--- src/rtl/gate_ctrl_pkg.sv ---
// gate_ctrl_pkg: opcode encodings and controller states for the bit-serial gate sequencer
package gate_ctrl_pkg;
    localparam logic [2:0] OP_AND     = 3'd0;
    localparam logic [2:0] OP_OR      = 3'd1;
    localparam logic [2:0] OP_NOT     = 3'd2;
    localparam logic [2:0] OP_NAND    = 3'd3;
    localparam logic [2:0] OP_NOR     = 3'd4;
    localparam logic [2:0] OP_XOR     = 3'd5;
    localparam logic [2:0] OP_XNOR    = 3'd6;
    localparam logic [2:0] OP_ILLEGAL = 3'd7;
    typedef enum logic [1:0] {IDLE, RUN, DONE} state_t;
endpackage

--- src/rtl/mux_gate_bit.sv ---
// mux_gate_bit: 1-bit gate built from a 2:1 mux selected by a, data chosen per opcode
module mux_gate_bit
    import gate_ctrl_pkg::*;
(
    input  logic       a,
    input  logic       b,
    input  logic [2:0] op,
    output logic       y
);
    logic d1, d0;
    assign d1 = (op == OP_AND || op == OP_XNOR) ? b :
                (op == OP_OR) ? 1'b1 :
                (op == OP_NAND || op == OP_XOR) ? ~b : 1'b0;
    assign d0 = (op == OP_OR || op == OP_XOR) ? b :
                (op == OP_NOT || op == OP_NAND) ? 1'b1 :
                (op == OP_NOR || op == OP_XNOR) ? ~b : 1'b0;
    assign y = a ? d1 : d0;
endmodule

--- src/rtl/bitserial_gate_ctrl.sv ---
// bitserial_gate_ctrl: applies one gate op LSB-first through a single shared 1-bit mux gate
module bitserial_gate_ctrl
    import gate_ctrl_pkg::*;
#(
    parameter int WIDTH = 8
) (
    input  logic             clk,
    input  logic             rst,
    input  logic             in_valid,
    output logic             in_ready,
    input  logic [2:0]       op,
    input  logic [WIDTH-1:0] a,
    input  logic [WIDTH-1:0] b,
    output logic             out_valid,
    input  logic             out_ready,
    output logic [WIDTH-1:0] result,
    output logic             err,
    output logic             busy
);
    localparam int CW = $clog2(WIDTH);
    state_t           state;
    logic [WIDTH-1:0] a_sh, b_sh;
    logic [2:0]       op_r;
    logic [CW-1:0]    cnt;
    logic             y;
    logic             last;
    mux_gate_bit u_gate (.a(a_sh[0]), .b(b_sh[0]), .op(op_r), .y(y));
    assign last = (cnt == CW'(WIDTH - 1));
    // DONE spends its first cycle raising out_valid/err, so the result appears WIDTH+1 edges after accept
    always_ff @(posedge clk) begin
        if (rst) begin
            state     <= IDLE;
            cnt       <= '0;
            result    <= '0;
            err       <= 1'b0;
            out_valid <= 1'b0;
            busy      <= 1'b0;
            in_ready  <= 1'b0;
            a_sh      <= '0;
            b_sh      <= '0;
            op_r      <= '0;
        end else begin
            case (state)
                IDLE: begin
                    if (in_valid && in_ready) begin
                        a_sh     <= a;
                        b_sh     <= b;
                        op_r     <= op;
                        result   <= '0;
                        cnt      <= '0;
                        in_ready <= 1'b0;
                        busy     <= 1'b1;
                        state    <= RUN;
                    end else begin
                        in_ready <= 1'b1;
                    end
                end
                RUN: begin
                    result <= {y, result[WIDTH-1:1]};
                    a_sh   <= a_sh >> 1;
                    b_sh   <= b_sh >> 1;
                    cnt    <= last ? cnt : cnt + 1'b1;
                    state  <= last ? DONE : RUN;
                end
                DONE: begin
                    if (out_valid && out_ready) begin
                        out_valid <= 1'b0;
                        err       <= 1'b0;
                        busy      <= 1'b0;
                        state     <= IDLE;
                    end else begin
                        out_valid <= 1'b1;
                        err       <= (op_r == OP_ILLEGAL);
                    end
                end
                default: state <= IDLE;
            endcase
        end
    end
endmodule

--- config.mk ---
export PLATFORM = sky130hd
export DESIGN_NAME = bitserial_gate_ctrl
export DESIGN_NICKNAME = d
export VERILOG_FILES = /design/src/rtl/gate_ctrl_pkg.sv /design/src/rtl/mux_gate_bit.sv /design/src/rtl/bitserial_gate_ctrl.sv
export SDC_FILE = /design/constraint.sdc
export NUM_CORES = 1
export LEC_CHECK = 0
export CAP_MARGIN = 20
export CORE_UTILIZATION = 45
export DETAILED_ROUTE_END_ITERATION = 10
export PLACE_DENSITY = 0.75
export SYNTH_ARGS = -nofsm -noshare
export SYNTH_HDL_FRONTEND = slang
export SYNTH_SLANG_ARGS = --single-unit
export TNS_END_PERCENT = 30
--- constraint.sdc ---
create_clock -name clk -period 1.4 [get_ports clk]
set_clock_uncertainty 0.05 [all_clocks]
set_input_delay 0.21 -clock clk [delete_from_list [all_inputs] [get_ports clk]]
set_output_delay 0.21 -clock clk [all_outputs]
set_load 0.02 [all_outputs]
==> flow_metrics.tcl <==
set metrics [dict create \
    wl_mm 3.92 \
    end_kind "flop" \
    synth_warnings 0 \
    final_cell_mix "nand2_1 (38), dfxtp_1 (31), nor2_1 (30), clkdlybuf4s50_1 (22), buf_4 (15)" \
    postSynthCellCount 183 \
    start_util 0.479 \
    grt_pass1_wl_mm 6.44 \
    clk-insertion-delay-late_ns 0.33 \
    nets 254 \
    slowest_delay_ns 0.36 \
    wl_per_cell_um 14.3 \
    num_io_pins 35 \
    cts_tree "yes" \
    fp.dieW_um 62.3 \
    gr-usage-all-layers 0.213 \
    cp.arrival_ns 1.52 \
    place_area_sq_um 2090 \
    fp.dieArea_sq_um 3880 \
    cts_buffer_depth 2 \
    worst_setup_path_start_kind "flop" \
    met2_usage 0.372 \
    drc 0 \
    dp_hpwl_mm 2.65 \
    postRouteAntennaNets 0 \
    avgSynthCellArea_sq_um 8.94 \
    fp.dieH_um 62.3 \
    diodes 0 \
    place_congestion 0.770 \
    core_sq_um 3420 \
    hp-class "in -> reg" \
    cts_hold_buf 0 \
    fmax_mhz 740 \
    status "complete, no violations" \
    power_frac_comb 0.225 \
    crit_family "flip-flops" \
    switching_share 0.280 \
    power_frac_seq 0.548 \
    crit_chain "ha_4 > ha_4 > nor3b_4 > nor2_2 > a22oi_1 > nor2_1" \
    grt.busiest_layer "met2" \
    postLayoutCoreUtil 0.651 \
    final_cell_area_sq_um 2220 \
    grt_util_met1 0.250 \
    drtPass1Iterations 4 \
    via_per_inst 5.43 \
    layout_commonest_cell "nand2_1" \
    synth_cell_types 31 \
    p_clk_frac 0.227 \
    drive_gt1_frac 0.238 \
    worst-path-max-fanout 3 \
    met3_usage 0.0588 \
    htreeDepth 2 \
    portBuffers 34 \
    synth_nets 208 \
    setup_viol 0 \
    ys_seq_elements 36 \
    worstMarginPinSlew_ns 0.359 \
    p_int_mw 1.50 \
    critPathBufInv 0 \
    syn_area_sq_um 1640 \
    num_vias 1483 \
    slowest_stage "dfxtp_2" \
    root_buffer "clkbuf_4" \
    cts_made_buffers 5 \
    ys_seq_area_frac 0.441 \
    hold_viol 0 \
    drv_slew 0 \
    required_ns 1.57 \
    antenna_found_initial 0 \
    rsz0062_at_grt "yes" \
    power_density_nw_per_um2 937 \
    period_share 0.965 \
    slew_headroom 0.758 \
    grt-ovfl-total 0 \
    cpMostUsedCell "ha_4" \
    critical_path_class "reg -> reg" \
    drtIter0Drc 81 \
    min_period_ns 1.35 \
    power_leakage_nw 0.852 \
    maxCapViolCount 0 \
    grt_max_degree 25 \
    cts.sinks 36 \
    num_rows 21 \
    fillers 288 \
    synth_edf_count 0 \
    syn_to_final_growth_pct 36.0 \
    path_clk_slew_ns 0.09 \
    async_reset_ff_frac 0 \
    grt_pass1_vias 1421 \
    synthFlopType "dfxtp_1" \
    peakVddDrop_v 0.000741 \
    p_sw_mw 0.583 \
]
## flip-flops by register name, indices dropped and copies added (netlist names)
| signal | cells |
|---|---|
| a_sh | 8 |
| in_ready | 1 |
| busy | 1 |
| cnt | 3 |
| out_valid | 1 |
| state | 2 |
| b_sh | 8 |
| op_r | 3 |
| result | 8 |
| err | 1 |
## layout make-up
cell class / count / area [sq um] / share of cell area
Clock buffer: 5 / 37.5 / 0.0169
Inverter: 1 / 3.75 / 0.00169
Multi-Input combinational cell: 132 / 877 / 0.394
Sequential cell: 36 / 732 / 0.329
Tap cell: 46 / 57.6 / 0.0259
Timing Repair Buffer: 53 / 515 / 0.232
## worst paths after layout
kind         slack, ns  depth (start not counted)                 from                    to
min reg2reg       0.42                          2     err$_SDFFE_PP0N_      err$_SDFFE_PP0N_
max               0.05                          6  cnt[0]$_SDFFE_PP0P_   cnt[2]$_SDFFE_PP0P_
min               0.37                          3                op[2]  op_r[2]$_SDFFE_PP0P_
max reg2reg       0.05                          6  cnt[0]$_SDFFE_PP0P_   cnt[2]$_SDFFE_PP0P_
## power by group through the flow
| stage | clock network (mW) | logic, mW | registers (mW) |
|---|---|---|---|
| finish | 0.474 | 0.469 | 1.14 |
| floorplan | 0 | 0.274 | 1.16 |
| global route | 0.538 | 0.509 | 1.15 |
| CTS | 0.491 | 0.433 | 1.14 |
| global placement | 0 | 0.418 | 1.15 |
| detailed placement | 0 | 0.434 | 1.16 |
## tightest hold or removal path, cell delays in order
cell             delay, ns
clkdlybuf4s50_1       0.39
nand2_1               0.05
a21oi_1               0.05
## cells in the mapped netlist (2+ instances only)
| master | instances | area share |
|---|---|---|
| a22oi_1 | 10 | 0.046 |
| dfxtp_1 | 36 | 0.44 |
| clkbuf_1 | 3 | 0.0069 |
| nand2b_1 | 2 | 0.0076 |
| nand3_1 | 5 | 0.015 |
| buf_4 | 6 | 0.028 |
| nand2_1 | 38 | 0.087 |
| ha_1 | 2 | 0.015 |
| buf_6 | 3 | 0.021 |
| a21oi_1 | 10 | 0.031 |
| nor3_1 | 2 | 0.0061 |
| nor3b_1 | 2 | 0.0092 |
| a311oi_2 | 14 | 0.13 |
| nor2_1 | 31 | 0.071 |
| buf_2 | 2 | 0.0061 |
| nand3b_1 | 2 | 0.0092 |
## what timing repair did
action,in CTS,in global routing
resized for setup,15,17
hold endpoints to repair,0,0
setup buffers,0,1
pin swaps,0,5
setup endpoints to repair,17,29
cloned,0,1
## logic make-up after synthesis
| group | synth area share |
|---|---|
| flip-flops | 0.441 |
| AND/OR/NAND/NOR | 0.243 |
| buffers and inverters | 0.0635 |
| AO/OA/AOI/OAI | 0.224 |
| multiplexers | 0.0130 |
| adder cells (fa/ha/maj) | 0.0153 |
## layer usage
metal / vias up / wire length (um)
met2: 41 / 2000
met5: - / 0
met1: 705 / 1670
li1: 731 / -
met4: 0 / 46
met3: 6 / 196
## per-stage QoR
stage / setup TNS (ns) / hold WS, ns / total power [mW] / instances / setup WS (ns)
final: 0 / 0.370 / 2.08 / 273 / 0.0488
after global routing: -0.0512 / 0.374 / 2.20 / 273 / -0.0437
after global placement: -6.65 / 0.408 / 1.57 / 266 / -0.304
after CTS: -0.00617 / 0.355 / 2.06 / 271 / -0.00617
after floorplan: 0 / 0.296 / 1.43 / 183 / 0.0314
after detailed placement: -8.18 / 0.417 / 1.59 / 266 / -0.374
(Power assumes the default switching activity.)
